### src/rtl/gpio_countdown.sv
// gpio_countdown: user-project GPIO peripheral for the 8-pin user bank.
// After start it raises ready and samples a count from the pins while the
// host still drives them. It then takes over the pins and counts down to 0,
// holding 0 with done set until reset.
module gpio_countdown #(
    parameter int WIDTH        = 8,
    parameter int SAMPLE_DELAY = 10,  // ready -> input sample, must be < DRIVE_DELAY
    parameter int DRIVE_DELAY  = 25,  // ready -> output enable
    parameter int STEP_CYCLES  = 16   // cycles each count value is held, >= 1
) (
    input  logic             clock,
    input  logic             reset,
    input  logic             start,
    input  logic [WIDTH-1:0] gpio_in,
    output logic [WIDTH-1:0] gpio_out,
    output logic [WIDTH-1:0] gpio_oe,
    output logic             ready,
    output logic             done
);

    // Counter widths. The delay counter only has to reach DRIVE_DELAY-1.
    // The step counter needs at least one bit even when STEP_CYCLES is 1.
    localparam int DLY_W  = (DRIVE_DELAY > 1) ? $clog2(DRIVE_DELAY) : 1;
    localparam int STEP_W = (STEP_CYCLES > 1) ? $clog2(STEP_CYCLES) : 1;

    localparam logic [DLY_W-1:0]  SAMPLE_LAST = DLY_W'(SAMPLE_DELAY - 1);
    localparam logic [DLY_W-1:0]  DRIVE_LAST  = DLY_W'(DRIVE_DELAY - 1);
    localparam logic [STEP_W-1:0] STEP_LAST   = STEP_W'(STEP_CYCLES - 1);

    typedef enum logic [2:0] {
        S_IDLE        = 3'd0,
        S_WAIT_SAMPLE = 3'd1,
        S_WAIT_DRIVE  = 3'd2,
        S_COUNT       = 3'd3,
        S_DONE        = 3'd4
    } state_e;

    state_e            state_q, state_d;
    logic [DLY_W-1:0]  delay_q, delay_d;
    logic [STEP_W-1:0] step_q,  step_d;
    logic [WIDTH-1:0]  count_q, count_d;

    // The pad-facing outputs are registered so the pads never see decode glitches.
    logic [WIDTH-1:0]  gpio_out_q, gpio_out_d;
    logic [WIDTH-1:0]  gpio_oe_q,  gpio_oe_d;
    logic              ready_q,    ready_d;
    logic              done_q,     done_d;

    // Next-state logic: sequencing, delay/step counters and the count register.
    always_comb begin
        // NOTE: every variable gets a default here, so no path leaves one unassigned and no latch is inferred.
        state_d = state_q;
        delay_d = delay_q;
        step_d  = step_q;
        count_d = count_q;

        unique case (state_q)
            S_IDLE: begin
                if (start) begin
                    state_d = S_WAIT_SAMPLE;
                    delay_d = '0;
                end
            end

            S_WAIT_SAMPLE: begin
                delay_d = delay_q + 1'b1;
                if (delay_q == SAMPLE_LAST) begin
                    count_d = gpio_in;
                    state_d = S_WAIT_DRIVE;
                end
            end

            S_WAIT_DRIVE: begin
                // gpio_in is no longer looked at; the host may release the pins.
                if (delay_q == DRIVE_LAST) begin
                    state_d = S_COUNT;
                    step_d  = '0;
                end else begin
                    delay_d = delay_q + 1'b1;
                end
            end

            S_COUNT: begin
                if (step_q == STEP_LAST) begin
                    if (count_q != '0) begin
                        // Decrement only above zero, so the count cannot wrap to all ones.
                        count_d = count_q - 1'b1;
                        step_d  = '0;
                    end else begin
                        state_d = S_DONE;
                    end
                end else begin
                    step_d = step_q + 1'b1;
                end
            end

            S_DONE: begin
                // Hold until reset.
            end

            default: begin
                state_d = S_IDLE;
            end
        endcase
    end

    // Output decode from the next state, so the registered outputs line up with the state register.
    always_comb begin
        ready_d    = (state_d != S_IDLE);
        done_d     = (state_d == S_DONE);
        gpio_oe_d  = {WIDTH{(state_d == S_COUNT) || (state_d == S_DONE)}};
        gpio_out_d = (state_d == S_COUNT) ? count_d : '0;
    end

    // State and output registers with synchronous active-high reset.
    always_ff @(posedge clock) begin
        // NOTE: sequential state uses non-blocking assignments so every flop samples pre-edge values.
        if (reset) begin
            state_q    <= S_IDLE;
            delay_q    <= '0;
            step_q     <= '0;
            count_q    <= '0;
            gpio_out_q <= '0;
            gpio_oe_q  <= '0;
            ready_q    <= 1'b0;
            done_q     <= 1'b0;
        end else begin
            state_q    <= state_d;
            delay_q    <= delay_d;
            step_q     <= step_d;
            count_q    <= count_d;
            gpio_out_q <= gpio_out_d;
            gpio_oe_q  <= gpio_oe_d;
            ready_q    <= ready_d;
            done_q     <= done_d;
        end
    end

    assign gpio_out = gpio_out_q;
    assign gpio_oe  = gpio_oe_q;
    assign ready    = ready_q;
    assign done     = done_q;

endmodule

### config.mk
export PLATFORM = sky130hd
export DESIGN_NAME = gpio_countdown
export DESIGN_NICKNAME = d
export VERILOG_FILES = /design/src/rtl/gpio_countdown.sv
export SDC_FILE = /design/constraint.sdc
export NUM_CORES = 1
export LEC_CHECK = 0
export CORE_MARGIN = 2
export CORE_UTILIZATION = 55
export DETAILED_ROUTE_END_ITERATION = 6
export DONT_BUFFER_PORTS = 1
export PLACE_DENSITY_LB_ADDON = 0.25
export SETUP_SLACK_MARGIN = 0.05
export SLEW_MARGIN = 20
export SYNTH_ARGS = -nofsm -noshare
export SYNTH_HDL_FRONTEND = slang
export SYNTH_SLANG_ARGS = --single-unit
### constraint.sdc
create_clock -name clock -period 2.1 [get_ports clock]
set_input_delay 0.21 -clock clock [delete_from_list [all_inputs] [get_ports clock]]
set_output_delay 0.21 -clock clock [all_outputs]
set_load 0.02 [all_outputs]
==> results of run 1 <==
-- power by group --
group / internal, uW / switching [uW] / total, uW
clock: 281 / 202 / 483
combinational: 20.6 / 28.6 / 49.2
sequential: 593 / 11.8 / 605
total: 895 / 243 / 1140
-- final timing paths --
| kind | endpoint | slack (ps) | depth (start not counted) |
|---|---|---|---|
| hold reg to reg | delay_q[4] | 500 | 2 |
| setup / recovery | gpio_oe[0] | 190 | 6 |
| setup reg to reg | gpio_oe[0] | 190 | 6 |
| hold / removal | state_q[2] | 110 | 2 |
-- metal layers --
layer / wire length, microns / global-route usage / share of wire
met3: 161 / 0.0704 / 0.042
met5: 0 / 0 / 0
met4: 38 / 0.0963 / 0.0098
met2: 1740 / 0.339 / 0.45
met1: 1930 / 0.334 / 0.50
-- what timing repair did --
item / in CTS / in global routing
resized for setup: 0 / 2
endpoints found under the setup margin: 0 / 8
hold endpoints to repair: 17 / 0
hold buffers: 1 / 0
-- critical path: stages, from the launching register on --
cell and delay (ps):
dfxtp_1 360, inv_1 110, ha_1 160, nor3b_2 340
a31oi_2 280, o211ai_4 400, o211ai_1 140
-- sequential cells by signal, indices dropped and copies added, names as in the netlist --
register / flops
state_q: 3
step_q: 4
gpio_oe: 1
count_q: 8
gpio_out: 8
done: 1
ready: 1
delay_q: 5
-- logic make-up (layout without fill, tap and decap cells) --
group,after synthesis,count (layout)
simple gates,63,63
compound gates,67,67
buf+inv,29,23
flops,31,31
fa+ha+maj,6,6
xor+xnor,1,1
mux,6,6
-- stage by stage --
step / hold slack, ps / cell area, sq um
floorplan: 435 / 1780
detailed placement: 285 / 1770
finish: 107 / 1870
global placement: 281 / 1770
global route: 105 / 1870
CTS: 103 / 1860
-- cells in the mapped netlist (2+ instances only) --
library cell	number	area (sq um)
ha_1	6	75.1
mux2i_1	6	60.1
or4_1	5	37.5
a21oi_1	22	110
o31a_1	4	35.0
nor2_1	8	30.0
nor3b_1	2	15.0
and3b_1	5	43.8
a2bb2oi_1	5	43.8
o211ai_1	3	22.5
nor2b_1	3	18.8
a31oi_1	4	25.0
nand3_1	8	40.0
nor3_1	4	20.0
nand4b_1	2	17.5
o21a_1	3	22.5
a311oi_1	2	17.5
a21o_1	3	22.5
o21ai_0	7	35.0
nand2_1	5	18.8
buf_2	3	15.0
or3_1	3	18.8
o31ai_1	3	22.5
buf_4	7	52.6
inv_1	9	33.8
dfxtp_1	31	621
nand2b_1	3	18.8
nor4_1	6	37.5
clkbuf_1	8	30.0
-- cell type report --
| cell class | instances | area, sq um | share of cell area |
|---|---|---|---|
| repair buffers | 6 | 47.5 | 0.0254 |
| clock buffers | 6 | 51.3 | 0.0274 |
| well taps | 44 | 55.1 | 0.0294 |
| multi-input cells | 143 | 1030 | 0.548 |
| clock inverters | 2 | 35.0 | 0.0187 |
| inverters | 9 | 33.8 | 0.0180 |
| flip-flops and latches | 31 | 623 | 0.333 |
==> results by group, run 1 <==
STA
  • Final slew viol count: 0
  • Final setup TNS: 0 ps
  • RSZ-0062 raised after global routing: false
  • Relative slew slack: 0.469
  • Fin worst setup slack: 192 ps
  • Period minus WS final: 1910 ps
  • Achievable frequency: 0.524 GHz
  • Final Setup Violations: 0
  • Final-report hold violation count: 0
  • Final Cycle Share: 0.909
  • Clock Skews: 10.1 ps
  • Worst slew pin tran: 799 ps

Place
  • Hpwl dp: 2700 microns
  • Final Wtd Congestion: 0.814
  • Placed Instances: 232
  • Port bufs: 0
  • Setup WS pre-CTS: 123 ps

Logic synthesis
  • Largest family of logic cells by synthesized area: compound AO/OA/AOI/OAI gates
  • Ys Warns: 0
  • Simple-Gate Fraction of Synth Area: 0.227
  • Mapped Nets: 220
  • Sequential share of the synthesized area: 0.348
  • Ys async rst share: 0
  • Primary FF master, synth: dfxtp_1
  • Synth Area in Compound Gates: 0.263
  • Post-Synth Adder-Cell Area: 0.0421
  • Post-synthesis mux area share: 0.0337
  • EDFF count, synth: 0
  • XOR/XNOR share of the synthesized area: 0.00491
  • Mapped Cells: 203
  • Synthesized area: 1780 sq um
  • Yosys reg bits: 31
  • Synth unique cells: 52
  • Syn_area_per_cell: 8.79 sq um

Layout
  • Final #Nets: 213
  • Final Core Density: 0.608
  • Share of cells above drive strength 1: 0.122
  • Most common cell after layout, fill and taps aside: dfxtp_1
  • Number of diodes: 0
  • Fill cells: 280
  • Area Overhead vs Synth: 4.91%
  • Non-filler cells, final: 241
  • Most frequent cells in the layout: 29 x dfxtp_1, 22 x a21oi_1, 9 x inv_1, 8 x nor2_1, 8 x nand3_1

Global routing
  • Overflow after GRT: 0
  • Largest net degree at the start of global routing: 18
  • Global-route wire length before repair: 6470 microns
  • Vias in the first global route: 1,409
  • Initial antenna violation count: 0
  • GRT Total Usage: 0.237

Die
  • Die X: 61.0 microns
  • Num rows: 20
  • Core ar.: 3080 sq um
  • Starting Density: 0.580
  • IO Count: 29
  • Die ar.: 3720 sq um
  • Die Ht: 61.0 microns

Worst hold path
  • Min-Delay Path Class: in2reg
  • Hold path startpoint: reset

Clock network
  • Setup bufs post-CTS: 0
  • Clk pin slew, worst setup/hold paths: 100 ps
  • CTS Root Cell: clkbuf_4
  • CTS tree: yes
  • CTS buffer count: 5
  • Max clock buf depth: 2
  • Clock sinks: 31
  • H-tree depth: 2
  • Latest clock arrival within the worst-skew pair: 340 ps

Route
  • TritonRoute pass-1 iters: 4
  • Initial drt markers: 118
  • Avg Vias per Cell: 6.37
  • Final ANT Viol Nets: 0
  • Vias: 1,535
  • Wire per inst: 16.0 microns
  • Final wirelength: 3860 microns
  • DRC: 0

Power
  • Worst VDD drop: 0.398 mV
  • Leakage power: 0.000647 uW
  • P per Cell Area: 608 nW/um^2
  • Total power: 1140 uW

Job
  • Max Cap Violations: 0

Setup path
  • Crit path kind: reg2reg
  • Crit. End Element: flop
  • Worst path required time: 2300 ps
  • Startpoint types: flop
  • Worst Path Max Fanout: 9
  • Critical R2R Launch: count_q[0]
  • Crit path from: count_q[0]
  • Arr. time, crit path: 2110 ps

Status
  • Run status: finished clean
(Power assumes the default switching activity.)
==> run 2, diff against run 1 <==
--- a/config.mk
+++ b/config.mk
@@ -7,6 +7,7 @@
 export LEC_CHECK = 0
 export CORE_MARGIN = 2
 export CORE_UTILIZATION = 55
+export CTS_BUF_LIST = sky130_fd_sc_hd__clkbuf_8
 export DETAILED_ROUTE_END_ITERATION = 6
 export DONT_BUFFER_PORTS = 1
 export PLACE_DENSITY_LB_ADDON = 0.25
==> run 2 against run 1 <==
  * Hold slack worse by 80 ps
  * Count of clock-buffer cells in the layout unchanged
  * Flip-flop and latch count unchanged
  * Utilization up 1.0 points
  * Wire length up 0.98%
  * Die area unchanged
  * First-iteration DRC count down 20%
  * Sequential power about the same
  * Sequential share of layout area down 0.55 points
  * Power up 11%
  * Via count down 0.39%
==> results by group, run 2 (same netlist as run 1, synthesis figures left out) <==
STA
  • Final-report hold violation count: 0 (unchanged)
  • Period minus WS final: 1890 ps (-20.7 ps)
  • Achievable frequency: 0.530 GHz (+1.1%)
  • Final Cycle Share: 0.899 (-0.00986)
  • Final Setup Violations: 0 (unchanged)
  • Clock Skews: 10.6 ps (+0.483 ps)
  • Relative slew slack: 0.468 (-0.000494)
  • RSZ-0062 raised after global routing: false
  • Final slew viol count: 0 (unchanged)
  • Final setup TNS: 0 ps (unchanged)
  • Worst slew pin tran: 799 ps (+0.743 ps)

Power
  • P per Cell Area: 664 nW/um^2 (+9.2%)
  • Worst VDD drop: 0.408 mV (+2.5%)
  • Total power: 1260 uW (+11%)
  • Leakage power: 0.000660 uW (+2.0%)

Clock network
  • Clk pin slew, worst setup/hold paths: 70 ps (-30 ps)
  • Latest clock arrival within the worst-skew pair: 290 ps (-50 ps)
  • Clock sinks: 31 (unchanged)
  • H-tree depth: 2 (unchanged)
  • CTS Root Cell: clkbuf_8
  • CTS tree: yes
  • Max clock buf depth: 2 (unchanged)
  • Setup bufs post-CTS: 0 (unchanged)
  • CTS buffer count: 5 (unchanged)

Route
  • Final ANT Viol Nets: 0 (unchanged)
  • Detail Route met2 WL: 1740 microns (+0.29%)
  • Vias: 1,529 (-0.39%)
  • DR WL met3: 169 microns (+5.0%)
  • Avg Vias per Cell: 6.34 (-0.39%)
  • Top Metal Used: met4
  • Initial drt markers: 94 (-20%)
  • DRC: 0 (unchanged)
  • Final wirelength: 3900 microns (+0.98%)
  • TritonRoute pass-1 iters: 5 (+1)
  • Wire per inst: 16.2 microns (+0.98%)
  • M1 WL: 1910 microns (-0.99%)

Place
  • Final Wtd Congestion: 0.814 (unchanged)
  • Port bufs: 0 (unchanged)
  • Hpwl dp: 2700 microns (unchanged)

Setup path
  • Reg2Reg Depth: 6 (unchanged)
  • Worst Path Max Fanout: 9 (unchanged)
  • FF-to-FF setup slack: 210 ps (+20 ps)
  • Crit path kind: reg2reg
  • Crit. End Element: flop
  • Crit path from: count_q[0]
  • Critical R2R Launch: count_q[0]
  • Arr. time, crit path: 2040 ps (-70 ps)
  • Critical Path End: gpio_oe[0]
  • Startpoint types: flop
  • FF-to-FF End: gpio_oe[0]
  • Worst path required time: 2250 ps (-50 ps)

Status
  • Run status: finished clean

Die
  • Starting Density: 0.580 (unchanged)
  • Die Ht: 61.0 microns (unchanged)
  • Core ar.: 3080 sq um (unchanged)
  • Die X: 61.0 microns (unchanged)
  • Die ar.: 3720 sq um (unchanged)
  • IO Count: 29 (unchanged)
  • Num rows: 20 (unchanged)

Layout
  • Most common cell after layout, fill and taps aside: dfxtp_1
  • Area Overhead vs Synth: 6.66%
  • Number of diodes: 0 (unchanged)
  • Share of cells above drive strength 1: 0.122 (unchanged)
  • Most frequent cells in the layout: 29 x dfxtp_1, 22 x a21oi_1, 9 x inv_1, 8 x nor2_1, 8 x nand3_1
  • Final #Nets: 213 (unchanged)

Global routing
  • Overflow after GRT: 0 (unchanged)
  • GRT Total Usage: 0.241 (+0.00395)
  • Vias in the first global route: 1,411 (+0.14%)
  • Largest net degree at the start of global routing: 18 (unchanged)
  • Initial antenna violation count: 0 (unchanged)
  • Global-route wire length before repair: 6530 microns (+1.1%)

Worst hold path
  • Hold path startpoint: reset
  • Min-Delay Path Class: in2reg

Job
  • Max Cap Violations: 0 (unchanged)
-- run 2: cell count changes in the layout (fill, tap and decap cells not counted) --
| cell | previous run | this run |
|---|---|---|
| clkbuf_8 | 1 | 6 |
| clkbuf_4 | 5 | 0 |
-- run 2: what timing repair did --
item	4_1_cts	5_1_grt
hold buffers	1	0
endpoints found under the hold margin	14	0
setup endpoints to repair	0	7
resized for setup	0	2
-- run 2: metal layers --
metal	global-route usage	up-vias
li1	-	750
met1	0.344	729
met2	0.336	42
met3	0.0384	8
met4	0.152	0
met5	0	-
-- run 2: power breakdown --
group | internal (uW) | switching [uW] | total (uW)
registers | 594 | 11.5 | 605
logic | 20.5 | 28.0 | 48.5
clock network | 383 | 226 | 609
total | 998 | 265 | 1260
-- run 2: worst min-delay path by stage --
stage	to	cells past startpoint
final	state_q[2]	1
after global routing	done	1
after CTS	state_q[2]	1
after detailed placement	step_q[3]	1
after global placement	state_q[0]	1
after floorplan	done	2
-- run 2: final cells by class --
type                       instances  area (sq um)
clock inverter                     2          35.0
tap                               44          55.1
timing repair buffer               6          47.5
fill                             272          1170
clock buffer                       6          82.6
multi-input combinational        143          1030
sequential                        31           623
inverter                           9          33.8
-- run 2: through the flow --
step,cell area (sq um),util,hold WS [ps],setup WS [ps],instances
6_report,1900,0.618,27.1,212,241
5_1_grt,1900,0.618,34.2,82.4,241
4_1_cts,1890,0.615,24.1,130,241
3_5_place_dp,1770,0.574,285,123,232
3_3_place_gp,1770,0.574,281,238,232
2_1_floorplan,1780,-,435,453,203
-- run 2: critical path: stages, from the launching register on --
cell and delay (ps):
dfxtp_1 340, inv_1 110, ha_1 160, nor3b_2 340, a31oi_2 270, o211ai_4 390
o211ai_1 130
